## src/rtl/dmem_bridge.sv

```systemverilog
// dmem_bridge: turns single-cycle core data requests into req/ack bus beats.
// Build option DMEM_MISALIGN_SPLIT_EN: serve misaligned accesses instead of flagging them.
module dmem_bridge #(
    parameter int XLEN = 32
) (
    input  logic            clk,
    input  logic            rst_n,
    input  logic            data_re,
    input  logic            data_we,
    input  logic [XLEN-1:0] data_addr,
    input  logic [1:0]      data_size,
    input  logic            data_unsigned,
    input  logic [XLEN-1:0] data_out,
    output logic [XLEN-1:0] data_in,
    output logic            stall,
    output logic            misaligned,
    output logic            bus_req,
    output logic            bus_we,
    output logic [XLEN-1:0] bus_addr,
    output logic [3:0]      bus_be,
    output logic [XLEN-1:0] bus_wdata,
    input  logic            bus_ack,
    input  logic [XLEN-1:0] bus_rdata
);

    typedef enum logic [1:0] {IDLE, BUS0, BUS1, RESP} state_t;

    state_t          state_q;
    logic            bus_req_q;
    logic            bus_we_q;
    logic [XLEN-1:0] bus_addr_q;
    logic [3:0]      bus_be_q;
    logic [XLEN-1:0] bus_wdata_q;
    logic [XLEN-1:0] data_in_q;
    logic            fault_q;
    logic            we_q;
    logic            uns_q;
    logic            cross_q;
    logic [1:0]      off_q;
    logic [1:0]      size_q;
    logic [3:0]      be_hi_q;
    logic [XLEN-1:0] wd_hi_q;
    logic [XLEN-1:0] rdata0_q;
    logic [23:0]     rdata1_q;

    logic            req;
    logic            fault;
    logic            crossing;
    logic [1:0]      off;
    logic [7:0]      mask;
    logic [7:0]      be8;
    logic [63:0]     wd64;
    logic [XLEN-1:0] ld32;
    logic [XLEN-1:0] load_val;

    assign req      = data_re | data_we;
    assign off      = data_addr[1:0];
    assign be8      = mask << off;
    assign wd64     = {32'b0, data_out} << {off, 3'b000};
    assign crossing = (be8[7:4] != 4'b0000);

`ifdef DMEM_MISALIGN_SPLIT_EN
    assign fault = 1'b0;
`else
    assign fault = ((data_size == 2'b01) && off[0]) ||
                   (data_size[1] && (off != 2'b00));
`endif

    // Lane mask for the access width, before shifting to the byte offset
    always_comb begin
        mask = 8'h0F;
        case (data_size)
            2'b00:   mask = 8'h01;
            2'b01:   mask = 8'h03;
            default: mask = 8'h0F;
        endcase
    end

    // Right-justify the (possibly two-beat) read data and extend it
    always_comb begin
        ld32 = rdata0_q;
        case (off_q)
            2'd1:    ld32 = {rdata1_q[7:0], rdata0_q[31:8]};
            2'd2:    ld32 = {rdata1_q[15:0], rdata0_q[31:16]};
            2'd3:    ld32 = {rdata1_q[23:0], rdata0_q[31:24]};
            default: ld32 = rdata0_q;
        endcase
        load_val = ld32;
        case (size_q)
            2'b00:   load_val = uns_q ? {24'b0, ld32[7:0]}
                                      : {{24{ld32[7]}}, ld32[7:0]};
            2'b01:   load_val = uns_q ? {16'b0, ld32[15:0]}
                                      : {{16{ld32[15]}}, ld32[15:0]};
            default: load_val = ld32;
        endcase
    end

    // Pipeline freeze: request cycle plus every bus beat, never in reset
    always_comb begin
        stall = 1'b0;
        if (rst_n) begin
            case (state_q)
                IDLE:    stall = req;
                BUS0:    stall = 1'b1;
                BUS1:    stall = 1'b1;
                default: stall = 1'b0;
            endcase
        end
    end

    // Access FSM with registered bus outputs and load result
    always_ff @(posedge clk) begin
        if (!rst_n) begin
            state_q     <= IDLE;
            bus_req_q   <= 1'b0;
            bus_we_q    <= 1'b0;
            bus_addr_q  <= '0;
            bus_be_q    <= 4'b0000;
            bus_wdata_q <= '0;
            data_in_q   <= '0;
            fault_q     <= 1'b0;
            we_q        <= 1'b0;
            uns_q       <= 1'b0;
            cross_q     <= 1'b0;
            off_q       <= 2'b00;
            size_q      <= 2'b00;
            be_hi_q     <= 4'b0000;
            wd_hi_q     <= '0;
            rdata0_q    <= '0;
            rdata1_q    <= '0;
        end else begin
            case (state_q)
                IDLE: begin
                    if (req) begin
                        we_q    <= data_we;
                        uns_q   <= data_unsigned;
                        off_q   <= off;
                        size_q  <= data_size;
                        cross_q <= crossing;
                        be_hi_q <= be8[7:4];
                        wd_hi_q <= wd64[63:32];
                        if (fault) begin
                            fault_q <= 1'b1;
                            state_q <= RESP;
                        end else begin
                            bus_req_q   <= 1'b1;
                            bus_we_q    <= data_we;
                            bus_addr_q  <= {data_addr[31:2], 2'b00};
                            bus_be_q    <= be8[3:0];
                            bus_wdata_q <= wd64[31:0];
                            state_q     <= BUS0;
                        end
                    end
                end
                BUS0: begin
                    if (bus_ack) begin
                        rdata0_q <= bus_rdata;
                        if (cross_q) begin
                            bus_addr_q  <= bus_addr_q + 32'd4;
                            bus_be_q    <= be_hi_q;
                            bus_wdata_q <= wd_hi_q;
                            state_q     <= BUS1;
                        end else begin
                            bus_req_q <= 1'b0;
                            state_q   <= RESP;
                        end
                    end
                end
                BUS1: begin
                    if (bus_ack) begin
                        rdata1_q  <= bus_rdata[23:0];
                        bus_req_q <= 1'b0;
                        state_q   <= RESP;
                    end
                end
                default: begin
                    fault_q <= 1'b0;
                    if (!we_q && !fault_q) begin
                        data_in_q <= load_val;
                    end
                    state_q <= IDLE;
                end
            endcase
        end
    end

    assign bus_req    = bus_req_q & rst_n;
    assign bus_we     = bus_we_q;
    assign bus_addr   = bus_addr_q;
    assign bus_be     = bus_be_q;
    assign bus_wdata  = bus_wdata_q;
    assign data_in    = data_in_q;
    assign misaligned = fault_q;

endmodule

```

## config.mk

```make
export PLATFORM = sky130hd
export DESIGN_NAME = dmem_bridge
export DESIGN_NICKNAME = d
export VERILOG_FILES = /design/src/rtl/dmem_bridge.sv
export SDC_FILE = /design/constraint.sdc
export NUM_CORES = 1
export LEC_CHECK = 0
export CAP_MARGIN = 20
export CELL_PAD_IN_SITES_DETAIL_PLACEMENT = 1
export CELL_PAD_IN_SITES_GLOBAL_PLACEMENT = 2
export CORE_ASPECT_RATIO = 1.75
export CORE_MARGIN = 8
export CORE_UTILIZATION = 37
export CTS_CLUSTER_SIZE = 12
export DETAILED_ROUTE_END_ITERATION = 6
export DONT_BUFFER_PORTS = 1
export MAX_ROUTING_LAYER = met4
export PLACE_DENSITY_LB_ADDON = 0.1
export SLEW_MARGIN = 30
export SYNTH_ARGS = -nofsm -noshare
export SYNTH_HDL_FRONTEND = slang
export SYNTH_SLANG_ARGS = --single-unit
```

## constraint.sdc

```tcl
create_clock -name clk -period 2.4 [get_ports clk]
set_input_delay 0.36 -clock clk [delete_from_list [all_inputs] [get_ports clk]]
set_output_delay 0.36 -clock clk [all_outputs]
set_load 0.03 [all_outputs]
```

Word-level counts from Yosys, hierarchy flattened

Index checks and enable logic that the tools add are counted.

Shifts and indexed selects: 2
Reduce and logical (&&, ||, !) cells: 24
Eq/ne operators: 14
Muxes and demuxes: 37
$add $sub $neg: 1
Bitwise gates (word level): 5

Operator list:

| cell                    | count |
|---|---|
| $mux W32                | 10 |
| $pmux W32 S2            | 3 |
| $pmux W32 S3            | 1 |
| $shl A32 B5 Y64         | 1 |
| $add A32 B3 Y32 const B | 1 |
| $mux W4                 | 4 |
| $pmux W4 S2             | 2 |
| $ne A2 B2 Y1 const B    | 7 |
| $mux W1                 | 9 |
| $reduce_and A3 Y1       | 3 |
| $eq A2 B1 Y1 const B    | 4 |
| $mux W2                 | 4 |
| $reduce_and A2 Y1       | 4 |
| $shl A8 B2 Y8           | 1 |
| $eq A2 B2 Y1 const B    | 3 |
| $logic_not A2 Y1        | 3 |
| $pmux W2 S3             | 1 |
| $reduce_and A6 Y1       | 1 |
| $reduce_and A5 Y1       | 1 |
| $pmux W1 S2             | 2 |
| $reduce_bool A2 Y1      | 2 |
| $reduce_bool A4 Y1      | 1 |
| $logic_and A1 B1 Y1     | 3 |
| $not A1 Y1              | 3 |
| 8 further kinds         | 9 |

Logic and storage cells: 100
Flip-flop bits (word level): 204
Input bits: 104

Depth between registers and ports, before layout

Gate-level depths: netlist (run 1).

Word-level depth: 6
Depth in mapped cells: 10
Mapped depth without buffers: 7

Worst setup path before layout (run 1)

Ideal clock, no wire load.

Path type: reg-to-reg
Start: register bus_addr_q[2], in the netlist bus_addr[2]
End: register bus_addr_q[30], in the netlist bus_addr[30]
Cell stages (with the launch flop): 8
Data arrival time: 2.442 ns
Required time: 2.326 ns
Path slack: -0.117 ns
Buffers on the path: 1
Path through: dfxtp_1 > ha_1 > nand4_1 > or2_2 > buf_2 > or4_4 > or4_1 > a31oi_1

Word-level cells in the longest chain between the ends: 4

RTL lines:

| what                     | RTL line | source |
|---|---|---|
| start: declaration       | 31       | `logic [XLEN-1:0] bus_addr_q;` |
| start signal: assignment | 148      | `bus_addr_q <= {data_addr[31:2], 2'b00};` |
| start signal: assignment | 159      | `bus_addr_q <= bus_addr_q + 32'd4;` |
| $add A32 B3 Y32          | 159      |  |
| $mux W32                 | 158      | `if (cross_q) begin` |
| $mux W32                 | 156      | `if (bus_ack) begin` |
| $pmux W32 S2             | 132      | `case (state_q)` |

Every way passes these cells. The select of a mux whose other input is x is not followed.
A chain may end at the register's enable or synchronous reset.

Worst setup path in the final report (run 1)

Start: register state_q[0]
End: output port stall

Word-level cells in the longest chain between the ends: 4

RTL lines:

| what                                         | RTL line | source |
|---|---|---|
| start: declaration                           | 28       | `state_t state_q;` |
| start signal: assignment                     | 114      | `state_q <= IDLE;` |
| start signal: assignment                     | 144      | `state_q <= RESP;` |
| start signal: assignment                     | 151      | `state_q <= BUS0;` |
| $eq A2 B2 Y1 or $eq A2 B1 Y1 (tied branches) | 102      | `case (state_q)` |
| $reduce_or A2 Y1 (no source line)            | -        |  |
| $pmux W1 S2 *                                | 102      |  |
| $mux W1 *                                    | 101      | `if (rst_n) begin` |
| end: declaration                             | 15       | `output logic stall,` |

Mark *: on every way between the ends. The rest lies on a longest branch, timed or not.

==> results of run 1 <==
==> Yosys cell counts (all sizes together), types with 11 or more instances <==
cell,instances
buf,15
nor2b,12
inv,13
nor3,45
dfxtp,193
nand3,28
mux2i,21
mux4,32
nor4,11
mux2,24
clkbuf,88
a21oi,164
nor2,60
or3,14
a211oi,11
o211ai,21
o21ai,45
a221oi,24
nand2,236
==> cell families (layout without fill, tap and decap cells) <==
logic type,count (synthesis),after routing,share of synthesized area [%]
adders and majority gates,5,5,0.668
buffers and inverters,116,114,4.74
AOI/OAI and AO/OA,310,310,19.9
DFF,193,193,41.3
other,1,3,0.0400
and+or+nand+nor,436,436,20.5
muxes,77,77,12.8
==> power by group through the flow <==
stage          Clock [mW]  Sequential (mW)  Combinational (mW)
2_1_floorplan           0             5.40                3.16
3_3_place_gp            0             5.21                5.15
3_5_place_dp            0             5.24                5.21
4_1_cts              2.94             5.16                5.23
5_1_grt              3.04             5.24                5.67
6_report             2.85             5.14                5.15
==> stage by stage <==
| step | hold WS, ns | area [sq um] | utilization [%] | power, mW | setup slack [ns] |
|---|---|---|---|---|---|
| final | 0.0330 | 10500 | 42.0 | 13.1 | 0.166 |
| after global placement | 0.439 | 9950 | 39.7 | 10.4 | 0.242 |
| after floorplan | 0.432 | 9380 | - | 8.56 | 0.0271 |
| after global routing | 0.0199 | 10500 | 42.0 | 14.0 | 0.0320 |
| after CTS | 0.00942 | 10500 | 42.0 | 13.3 | 0.123 |
| after detailed placement | 0.447 | 9950 | 39.7 | 10.4 | 0.197 |
==> cell type report <==
class	instances	share of cell area (%)
multi-input cells	830	48.4
well taps	316	3.76
inverters	13	0.488
clock buffers	19	4.21
diodes	1	0.0238
repair buffers	69	5.16
flip-flops and latches	193	36.8
clock inverters	13	1.19
==> final timing paths <==
check / start / endpoint / slack [ns] / cells past startpoint
min reg2reg: wd_hi_q[20] / wd_hi_q[20] / 0.45 / 2
min: bus_rdata[16] / rdata1_q[16] / 0.03 / 2
max: state_q[0] / stall / 0.17 / 6
max reg2reg: bus_addr[2] / bus_addr[30] / 0.19 / 6
==> registers in the layout (all words and copies together) (netlist names), 3 cells and up <==
name and cells:
rdata0_q 32, rdata1_q 24, be_hi_q 3, bus_be 4
bus_wdata 32, wd_hi_q 24, bus_addr 30, data_in 32
==> per-layer routing <==
layer / vias up / wire (um)
met2: 177 / 18000
met1: 4201 / 12500
li1: 4044 / -
met3: 48 / 2110
met5: - / 0
met4: 0 / 1410
==> impl_metrics.prom, run 1 <==
# TYPE chip_impl_metric gauge
chip_impl_info{name="run_status",value="finished clean"} 1
chip_impl_metric{name="router_iterations_before_antenna_repair",unit=""} 6
chip_impl_metric{name="report.final.setup_viol",unit=""} 0
chip_impl_metric{name="placement.io_buffers",unit=""} 0
chip_impl_metric{name="max_cap_violations",unit=""} 0
chip_impl_metric{name="area_delta_synth_final",unit="%"} 12.3
chip_impl_metric{name="synth_top_area_share",unit="%"} 41.3
chip_impl_metric{name="global_route.usage.met2",unit="%"} 40.4
chip_impl_metric{name="grt_usage",unit="%"} 22.7
chip_impl_metric{name="fin_cells",unit=""} 1454
chip_impl_info{name="cts_tree",value="done"} 1
chip_impl_metric{name="netlist_instances",unit=""} 1138
chip_impl_metric{name="power.net_switching",unit="mW"} 5.87
chip_impl_metric{name="fp.dieH",unit="um"} 226
chip_impl_info{name="timing.setup.critical_path_class",value="reg2out"} 1
chip_impl_metric{name="num-nets-final",unit=""} 1233
chip_impl_metric{name="cts-htree-levels",unit=""} 4
chip_impl_metric{name="synth.yosys.warnings",unit=""} 0
chip_impl_metric{name="dp_hpwl",unit="um"} 24900
chip_impl_metric{name="power.share.clock",unit="%"} 21.7
chip_impl_metric{name="post-cts-setup-buffers",unit=""} 0
chip_impl_info{name="hold_path_class",value="in2reg"} 1
chip_impl_metric{name="max_freq",unit="GHz"} 0.448
chip_impl_info{name="most-common-layout-cells",value="236 x sky130_fd_sc_hd__nand2_1, 190 x sky130_fd_sc_hd__dfxtp_1, 164 x sky130_fd_sc_hd__a21oi_1"} 1
chip_impl_info{name="synth_ff_type",value="sky130_fd_sc_hd__dfxtp_1"} 1
chip_impl_info{name="netlist_top_cells_area",value="sky130_fd_sc_hd__dfxtp_1 41%, sky130_fd_sc_hd__nand2_1 9.5%, sky130_fd_sc_hd__a21oi_1 8.8%, sky130_fd_sc_hd__mux4_2 7.7%, sky130_fd_sc_hd__clkbuf_1 3.5%"} 1
chip_impl_metric{name="path_clk_slew",unit="ns"} 0.07
chip_impl_metric{name="synth.yosys.seq_area_share",unit="%"} 41.3
chip_impl_info{name="cts_root_buffer",value="sky130_fd_sc_hd__clkbuf_16"} 1
chip_impl_metric{name="ir_drop",unit="mV"} 0.702
chip_impl_metric{name="synth.cell_area",unit="sq um"} 9370
chip_impl_metric{name="syn_area_per_cell",unit="sq um"} 8.23
chip_impl_metric{name="die_area",unit="sq um"} 30900
chip_impl_info{name="layer_carrying_the_most_global_route_usage",value="met2"} 1
chip_impl_metric{name="skew",unit="ns"} 0.0102
chip_impl_metric{name="timing.final.crit_share",unit="%"} 93.1
chip_impl_metric{name="floorplan_core_area",unit="sq um"} 25000
chip_impl_metric{name="worstPathMaxFanout",unit=""} 9
chip_impl_metric{name="cts_made_buffers",unit=""} 17
chip_impl_metric{name="yosys.cell_types.count",unit=""} 53
chip_impl_metric{name="maximum_number_of_pins_on_one_net_before_global_route_repair",unit=""} 76
chip_impl_metric{name="drt-vias-per-instance",unit=""} 5.83
chip_impl_metric{name="remaining_max_slew_budget_at_the_tightest_pin",unit="%"} 51.8
chip_impl_info{name="final_common_cell",value="sky130_fd_sc_hd__nand2_1"} 1
chip_impl_metric{name="min_period",unit="ns"} 2.23
chip_impl_metric{name="required",unit="ns"} 2.04
chip_impl_metric{name="post_cts.resized_instances",unit=""} 0
chip_impl_metric{name="timing.final.max_slew_violations",unit=""} 0
chip_impl_metric{name="detailroute.via_count",unit=""} 8470
chip_impl_metric{name="floorplan.rows",unit=""} 77
chip_impl_metric{name="first_iter_violations",unit=""} 470
chip_impl_metric{name="cts.sinks",unit=""} 193
chip_impl_metric{name="globalRouteOverflowTotal",unit=""} 0
chip_impl_info{name="critical_path.cell_chain",value="inv_1 > ha_1 > buf_4 > o21ai_2 > a211oi_2 > buf_4"} 1
chip_impl_info{name="cp-start-kind",value="flip-flop"} 1
chip_impl_metric{name="floorplan.initialDensity",unit="%"} 37.4
chip_impl_metric{name="post_route_antenna_net_violation_count",unit=""} 0
chip_impl_metric{name="final-seq-area",unit="sq um"} 3870
chip_impl_metric{name="drive_gt1_share",unit="%"} 15.9
chip_impl_info{name="worst_path_dominant_cell_family",value="buffers and inverters"} 1
chip_impl_metric{name="placed_cells_incl_taps",unit=""} 1421
chip_impl_metric{name="comb_power_share",unit="%"} 39.2
chip_impl_metric{name="ys_ff_latch",unit=""} 193
chip_impl_metric{name="cts_buffer_depth",unit=""} 2
chip_impl_metric{name="total_leakage_power",unit="nW"} 3.57
chip_impl_metric{name="grt_use_met3",unit="%"} 6.26
chip_impl_metric{name="worst-endpoint-arrival",unit="ns"} 1.87
chip_impl_metric{name="fin_setup_tns",unit="ns"} 0
chip_impl_metric{name="seqPwrFrac",unit="%"} 39.1
chip_impl_metric{name="clk-insertion-delay-late",unit="ns"} 0.46
chip_impl_metric{name="io-pin-count",unit=""} 208
chip_impl_metric{name="switching_share",unit="%"} 44.7
chip_impl_info{name="netlist.top_cell.by_area",value="sky130_fd_sc_hd__dfxtp_1"} 1
chip_impl_metric{name="power.density_cell_area",unit="nW/um^2"} 1250
chip_impl_metric{name="wire_per_inst",unit="um"} 23.4
chip_impl_metric{name="post_synth_edffs",unit=""} 0
chip_impl_metric{name="area_of_the_multi_input_gates",unit="sq um"} 5090
chip_impl_metric{name="cts.hold.buffers_added",unit=""} 0
chip_impl_info{name="rsz0062_at_grt",value="false"} 1
chip_impl_metric{name="finalWirelength",unit="um"} 34100
chip_impl_metric{name="die_boundary_width",unit="um"} 136
chip_impl_metric{name="cpPeakStageDelay",unit="ns"} 0.37
chip_impl_metric{name="final.fill_count",unit=""} 3043
chip_impl_metric{name="timing_hold_violations_final",unit=""} 0
chip_impl_metric{name="grt_antenna_before_repair",unit=""} 1
chip_impl_metric{name="p_int",unit="mW"} 7.26
chip_impl_info{name="critPathSlowestCell",value="sky130_fd_sc_hd__dfxtp_1"} 1
chip_impl_metric{name="buf_inv_on_cp",unit=""} 3
chip_impl_metric{name="grt_first_pass_wirelength",unit="um"} 52100
chip_impl_metric{name="tightest_slew",unit="ns"} 0.722
chip_impl_metric{name="gr-usage-met1",unit="%"} 22.2
chip_impl_metric{name="first_global_vias",unit=""} 8899
chip_impl_metric{name="fraction_of_registers_with_async_set_or_reset_after_synthesis",unit="%"} 0
chip_impl_metric{name="routabilityCongestion",unit=""} 0.810
chip_impl_info{name="path_common_cell",value="sky130_fd_sc_hd__buf_4"} 1
chip_impl_metric{name="dr_drc_count",unit=""} 0
chip_impl_info{name="crit_path_end_kind",value="primary output"} 1
No activity file was read; power rests on OpenSTA's default activity.
==> run 2, diff against run 1 <==
ABC_AREA = 1   (was default)
CORE_UTILIZATION = 34   (was 37)
==> impl_metrics.prom, run 2 <==
# TYPE chip_impl_metric gauge
chip_impl_info{name="run_status",value="finished clean"} 1
chip_impl_metric{name="globalRouteOverflowTotal",unit=""} 0
chip_impl_metric{name="final.fill_count",unit=""} 3798
chip_impl_metric{name="wire_per_inst",unit="um"} 21.8
chip_impl_metric{name="cts_buffer_depth",unit=""} 2
chip_impl_metric{name="grt_antenna_before_repair",unit=""} 1
chip_impl_metric{name="post_synth_edffs",unit=""} 0
chip_impl_info{name="timing.rr.start",value="state_q[1]"} 1
chip_impl_metric{name="syn_area_per_cell",unit="sq um"} 6.51
chip_impl_metric{name="detailroute.via_count",unit=""} 10100
chip_impl_metric{name="timing_hold_violations_final",unit=""} 0
chip_impl_metric{name="grt_usage",unit="%"} 24.7
chip_impl_info{name="synth_top_cells_by_count",value="303 x sky130_fd_sc_hd__nand2_1, 275 x sky130_fd_sc_hd__nor2_1, 199 x sky130_fd_sc_hd__o21ai_0"} 1
chip_impl_metric{name="first_iter_violations",unit=""} 457
chip_impl_info{name="most-common-layout-cells",value="303 x sky130_fd_sc_hd__nand2_1, 275 x sky130_fd_sc_hd__nor2_1, 199 x sky130_fd_sc_hd__o21ai_0"} 1
chip_impl_metric{name="max_freq",unit="GHz"} 0.454
chip_impl_metric{name="yosys.cell_types.count",unit=""} 43
chip_impl_info{name="hold_path.startpoint",value="data_size[1]"} 1
chip_impl_metric{name="cts-htree-levels",unit=""} 4
chip_impl_metric{name="required",unit="ns"} 2.04
chip_impl_info{name="final_common_cell",value="sky130_fd_sc_hd__nand2_1"} 1
chip_impl_info{name="timing.critical_path.from",value="state_q[1]"} 1
chip_impl_metric{name="worstPathMaxFanout",unit=""} 4
chip_impl_metric{name="io-pin-count",unit=""} 208
chip_impl_metric{name="floorplan.rows",unit=""} 82
chip_impl_info{name="timing.setup.critical_path_class",value="reg2out"} 1
chip_impl_metric{name="tightest_slew",unit="ns"} 0.623
chip_impl_metric{name="cts.sinks",unit=""} 193
chip_impl_metric{name="clk-insertion-delay-late",unit="ns"} 0.46
chip_impl_metric{name="drt-vias-per-instance",unit=""} 5.33
chip_impl_metric{name="post-cts-setup-buffers",unit=""} 0
chip_impl_info{name="rsz0062_at_grt",value="false"} 1
chip_impl_info{name="cts_root_buffer",value="sky130_fd_sc_hd__clkbuf_16"} 1
chip_impl_metric{name="router_iterations_before_antenna_repair",unit=""} 4
chip_impl_metric{name="path_clk_slew",unit="ns"} 0.08
chip_impl_metric{name="fraction_of_registers_with_async_set_or_reset_after_synthesis",unit="%"} 0
chip_impl_metric{name="total_leakage_power",unit="nW"} 4.38
chip_impl_info{name="crit_path_end_kind",value="primary output"} 1
chip_impl_metric{name="finalWirelength",unit="um"} 41100
chip_impl_metric{name="area_delta_synth_final",unit="%"} 11.5
chip_impl_metric{name="die_area",unit="sq um"} 34800
chip_impl_metric{name="fin_cells",unit=""} 1885
chip_impl_metric{name="ir_drop",unit="mV"} 0.657
chip_impl_metric{name="dp_hpwl",unit="um"} 31000
chip_impl_metric{name="post_route_antenna_net_violation_count",unit=""} 0
chip_impl_metric{name="netlist_instances",unit=""} 1508
chip_impl_metric{name="synth.yosys.seq_area_share",unit="%"} 39.4
chip_impl_metric{name="first_global_vias",unit=""} 10500
chip_impl_info{name="netlist_top_cells_area",value="sky130_fd_sc_hd__dfxtp_1 39%, sky130_fd_sc_hd__nand2_1 12%, sky130_fd_sc_hd__nor2_1 11%, sky130_fd_sc_hd__o21ai_0 10%, sky130_fd_sc_hd__a21oi_1 8.1%"} 1
chip_impl_metric{name="placed_cells_incl_taps",unit=""} 1852
chip_impl_metric{name="synth.yosys.warnings",unit=""} 0
chip_impl_info{name="synthMostInstantiatedCell",value="sky130_fd_sc_hd__nand2_1"} 1
chip_impl_metric{name="die_boundary_width",unit="um"} 144
chip_impl_metric{name="floorplan.initialDensity",unit="%"} 34.4
chip_impl_metric{name="min_period",unit="ns"} 2.20
chip_impl_metric{name="power.density_cell_area",unit="nW/um^2"} 1300
chip_impl_metric{name="fin_setup_tns",unit="ns"} 0
chip_impl_metric{name="ys_ff_latch",unit=""} 193
chip_impl_metric{name="dr_drc_count",unit=""} 0
chip_impl_info{name="synth_ff_type",value="sky130_fd_sc_hd__dfxtp_1"} 1
chip_impl_metric{name="cts_made_buffers",unit=""} 17
chip_impl_info{name="netlist.top_cell.by_area",value="sky130_fd_sc_hd__dfxtp_1"} 1
chip_impl_metric{name="timing.final.crit_share",unit="%"} 91.7
chip_impl_metric{name="maximum_number_of_pins_on_one_net_before_global_route_repair",unit=""} 132
chip_impl_info{name="cp-start-kind",value="flip-flop"} 1
chip_impl_info{name="hold_path_class",value="in2reg"} 1
chip_impl_metric{name="remaining_max_slew_budget_at_the_tightest_pin",unit="%"} 58.3
chip_impl_metric{name="timing.final.max_slew_violations",unit=""} 0
chip_impl_metric{name="routabilityCongestion",unit=""} 0.916
chip_impl_metric{name="placement.io_buffers",unit=""} 0
chip_impl_metric{name="report.final.setup_viol",unit=""} 0
chip_impl_metric{name="grt_first_pass_wirelength",unit="um"} 62500
chip_impl_metric{name="worst-endpoint-arrival",unit="ns"} 1.84
chip_impl_metric{name="synth_top_area_share",unit="%"} 39.4
chip_impl_metric{name="floorplan_core_area",unit="sq um"} 28500
chip_impl_metric{name="num-nets-final",unit=""} 1602
chip_impl_metric{name="skew",unit="ns"} 0.0143
chip_impl_metric{name="synth.cell_area",unit="sq um"} 9810
chip_impl_metric{name="fp.dieH",unit="um"} 241
chip_impl_info{name="cts_tree",value="done"} 1
chip_impl_metric{name="drive_gt1_share",unit="%"} 7.90
chip_impl_metric{name="max_cap_violations",unit=""} 0
## run 2: cells by family (layout without fill, tap and decap cells)
group | Yosys count | in the layout | share of synthesized area, %
muxes | 6 | 6 | 0.612
adders and majority gates | 5 | 5 | 0.638
xor gates and xnor gates | 2 | 2 | 0.179
and+or+nand+nor | 667 | 667 | 27.0
DFF | 193 | 193 | 39.4
buffers and inverters | 215 | 212 | 9.01
AOI/OAI and AO/OA | 419 | 419 | 23.1
other | 1 | 3 | 0.0382
## run 2: what timing repair did
item | 4_1_cts | 5_1_grt
endpoints found under the setup margin | 1 | 0
hold buffers | 0 | 0
gates resized for setup | 1 | 0
## run 2: worst paths after layout
check	to	slack, ns	cells past startpoint
worst max-delay path	stall	0.20	7
worst min-delay path	be_hi_q[1]	0.05	2
worst max register to register	bus_wdata[3]	0.23	7
worst min register to register	wd_hi_q[19]	0.47	2
## run 2: routing by layer
metal	wire, um	GRT usage [%]	part of all wire [%]	vias to the layer above
met5	0	-	0	-
met4	2000	12.8	4.9	0
met3	1910	5.27	4.6	72
met2	23200	46.5	56	203
met1	14000	22.6	34	4871
li1	-	-	-	4907
## run 2: cell type report
| class | count | area [sq um] | area share (%) |
|---|---|---|---|
| antenna | 1 | 2.50 | 0.0229 |
| clock buffer | 22 | 484 | 4.43 |
| clock inverter | 10 | 115 | 1.05 |
| inverter | 124 | 467 | 4.27 |
| multi-input combinational | 1101 | 5080 | 46.4 |
| sequential | 193 | 3860 | 35.3 |
| tap | 378 | 473 | 4.32 |
| timing repair buffer | 56 | 458 | 4.19 |
## run 2: metrics by stage
stage	worst slack (ns)	power (mW)	cell area (sq um)	utilization [%]	hold slack, ns
final	0.198	14.3	10900	38.4	0.0499
after global routing	0.0397	15.3	10900	38.4	0.0392
after CTS	0.110	14.5	10900	38.3	0.0266
after detailed placement	0.208	11.5	10300	36.2	0.460
after global placement	0.253	11.3	10300	36.2	0.453
after floorplan	0.0169	9.44	9820	-	0.430
## run 2: power by group
| part | switching (mW) | total, mW | internal [mW] |
|---|---|---|---|
| clock | 1.39 | 2.97 | 1.58 |
| sequential | 1.65 | 5.77 | 4.12 |
| combinational | 3.79 | 5.54 | 1.75 |
## run 2: worst max-delay path: stages, from the launching register on
cell and delay, ns:
sky130_fd_sc_hd__dfxtp_1 0.35, sky130_fd_sc_hd__inv_1 0.10, sky130_fd_sc_hd__ha_1 0.19, sky130_fd_sc_hd__inv_1 0.09, sky130_fd_sc_hd__nor2_2 0.14, sky130_fd_sc_hd__inv_2 0.09, sky130_fd_sc_hd__a211oi_2 0.23, sky130_fd_sc_hd__buf_4 0.20
==> run 3, diff against run 2 <==
RECOVER_POWER = 25   (was default)
==> impl_metrics.prom, run 3 (same netlist as run 2, synthesis figures left out) <==
# TYPE chip_impl_metric gauge
chip_impl_info{name="final_common_cell",value="sky130_fd_sc_hd__nand2_1"} 1
chip_impl_metric{name="die_area",unit="sq um"} 34800
chip_impl_metric{name="drt-vias-per-instance",unit=""} 5.33
chip_impl_metric{name="dp_hpwl",unit="um"} 31000
chip_impl_metric{name="cts_made_buffers",unit=""} 17
chip_impl_metric{name="skew",unit="ns"} 0.0145
chip_impl_info{name="hold_path.startpoint",value="data_size[1]"} 1
chip_impl_metric{name="max_cap_violations",unit=""} 0
chip_impl_metric{name="fin_setup_tns",unit="ns"} 0
chip_impl_metric{name="floorplan.initialDensity",unit="%"} 34.4
chip_impl_metric{name="die_boundary_width",unit="um"} 144
chip_impl_info{name="timing.setup.critical_path_class",value="reg2out"} 1
chip_impl_info{name="timing.critical_path.from",value="state_q[1]"} 1
chip_impl_metric{name="power.density_cell_area",unit="nW/um^2"} 1300
chip_impl_metric{name="detailroute.via_count",unit=""} 10100
chip_impl_metric{name="min_period",unit="ns"} 2.19
chip_impl_metric{name="floorplan_core_area",unit="sq um"} 28500
chip_impl_metric{name="worst-endpoint-arrival",unit="ns"} 1.83
chip_impl_metric{name="max_freq",unit="GHz"} 0.456
chip_impl_metric{name="grt_first_pass_wirelength",unit="um"} 62500
chip_impl_info{name="rsz0062_at_grt",value="false"} 1
chip_impl_metric{name="num-nets-final",unit=""} 1602
chip_impl_info{name="most-common-layout-cells",value="303 x sky130_fd_sc_hd__nand2_1, 275 x sky130_fd_sc_hd__nor2_1, 199 x sky130_fd_sc_hd__o21ai_0"} 1
chip_impl_metric{name="post_route_antenna_net_violation_count",unit=""} 0
chip_impl_metric{name="grt_antenna_before_repair",unit=""} 1
chip_impl_metric{name="total_leakage_power",unit="nW"} 4.35
chip_impl_info{name="timing.rr.start",value="state_q[1]"} 1
chip_impl_metric{name="path_clk_slew",unit="ns"} 0.08
chip_impl_metric{name="clk-insertion-delay-late",unit="ns"} 0.46
chip_impl_metric{name="placement.io_buffers",unit=""} 0
chip_impl_metric{name="io-pin-count",unit=""} 208
chip_impl_metric{name="ir_drop",unit="mV"} 0.656
chip_impl_metric{name="drive_gt1_share",unit="%"} 7.30
chip_impl_info{name="cts_tree",value="done"} 1
chip_impl_metric{name="router_iterations_before_antenna_repair",unit=""} 4
chip_impl_metric{name="timing.final.max_slew_violations",unit=""} 0
chip_impl_metric{name="timing.final.crit_share",unit="%"} 91.3
chip_impl_metric{name="post-cts-setup-buffers",unit=""} 0
chip_impl_metric{name="dr_drc_count",unit=""} 0
chip_impl_metric{name="area_delta_synth_final",unit="%"} 11.1
chip_impl_metric{name="routabilityCongestion",unit=""} 0.916
chip_impl_metric{name="finalWirelength",unit="um"} 41100
chip_impl_metric{name="floorplan.rows",unit=""} 82
chip_impl_metric{name="first_global_vias",unit=""} 10500
chip_impl_metric{name="hold_ws",unit="ns"} 0.0497
chip_impl_metric{name="fp.dieH",unit="um"} 241
chip_impl_metric{name="maximum_number_of_pins_on_one_net_before_global_route_repair",unit=""} 132
chip_impl_metric{name="report.final.setup_viol",unit=""} 0
chip_impl_metric{name="wire_per_inst",unit="um"} 21.8
chip_impl_metric{name="cts.sinks",unit=""} 193
chip_impl_metric{name="remaining_max_slew_budget_at_the_tightest_pin",unit="%"} 58.1
chip_impl_info{name="run_status",value="finished clean"} 1
chip_impl_metric{name="tightest_slew",unit="ns"} 0.627
chip_impl_info{name="hold_path_class",value="in2reg"} 1
chip_impl_metric{name="timing_hold_violations_final",unit=""} 0
chip_impl_metric{name="cts_buffer_depth",unit=""} 2
chip_impl_metric{name="worstPathMaxFanout",unit=""} 4
chip_impl_metric{name="required",unit="ns"} 2.04
chip_impl_metric{name="first_iter_violations",unit=""} 446
chip_impl_metric{name="globalRouteOverflowTotal",unit=""} 0
chip_impl_metric{name="grt_usage",unit="%"} 24.7
chip_impl_info{name="crit_path_end_kind",value="primary output"} 1
chip_impl_info{name="cp-start-kind",value="flip-flop"} 1
chip_impl_info{name="cts_root_buffer",value="sky130_fd_sc_hd__clkbuf_16"} 1
chip_impl_metric{name="cts-htree-levels",unit=""} 4
==> run 3: cell count changes in the layout (fill, tap and decap cells not counted) <==
cell,change
sky130_fd_sc_hd__buf_4,-9
sky130_fd_sc_hd__clkbuf_1,+9
==> run 3: through the flow <==
step | power (mW) | util, % | setup slack (ns) | area, sq um | cells
after detailed placement | 11.5 | 36.2 | 0.208 | 10300 | 1852
after floorplan | 9.44 | - | 0.0169 | 9820 | 1509
after global placement | 11.3 | 36.2 | 0.253 | 10300 | 1852
after global routing | 15.2 | 38.2 | 0.0235 | 10900 | 1885
after CTS | 14.5 | 38.3 | 0.110 | 10900 | 1884
final | 14.2 | 38.2 | 0.208 | 10900 | 1885
==> run 3: final cells by class <==
class,instances,area (sq um)
clock buffers,22,484
clock inverters,10,115
diodes,1,2.50
well taps,378,473
flip-flops and latches,193,3860
multi-input cells,1101,5080
inverters,124,467
repair buffers,56,424
fillers,3802,17600
==> run 3: power breakdown <==
group / switching (mW) / internal, mW / leakage [nW] / total [mW]
clock network: 1.39 / 1.58 / 0.297 / 2.97
registers: 1.65 / 4.12 / 1.58 / 5.77
logic: 3.79 / 1.69 / 2.47 / 5.48
==> run 3: metal layers <==
metal	wire [um]	vias up	track usage (%)
li1	-	4908	-
met1	14100	4872	22.6
met2	23200	198	46.5
met3	1890	72	5.27
met4	2000	0	12.8
met5	0	-	-
==> run 3: repair_timing <==
item	4_1_cts	5_1_grt
resized for setup	1	0
endpoints found under the setup margin	1	0
hold buffers	0	0
==> run 3: worst max-delay path, cell delays in order, from the launching register on <==
cell and delay, ns:
sky130_fd_sc_hd__dfxtp_1 0.34, sky130_fd_sc_hd__inv_1 0.10, sky130_fd_sc_hd__ha_1 0.19, sky130_fd_sc_hd__inv_1 0.09
sky130_fd_sc_hd__nor2_2 0.14, sky130_fd_sc_hd__inv_2 0.09, sky130_fd_sc_hd__a211oi_2 0.23, sky130_fd_sc_hd__buf_4 0.20
==> run 3: final timing paths <==
path / endpoint / slack (ns) / cells after the start
worst max-delay path: stall / 0.21 / 7
worst min register to register: wd_hi_q[19] / 0.47 / 2
worst max register to register: bus_wdata[3] / 0.25 / 7
worst min-delay path: be_hi_q[1] / 0.05 / 2
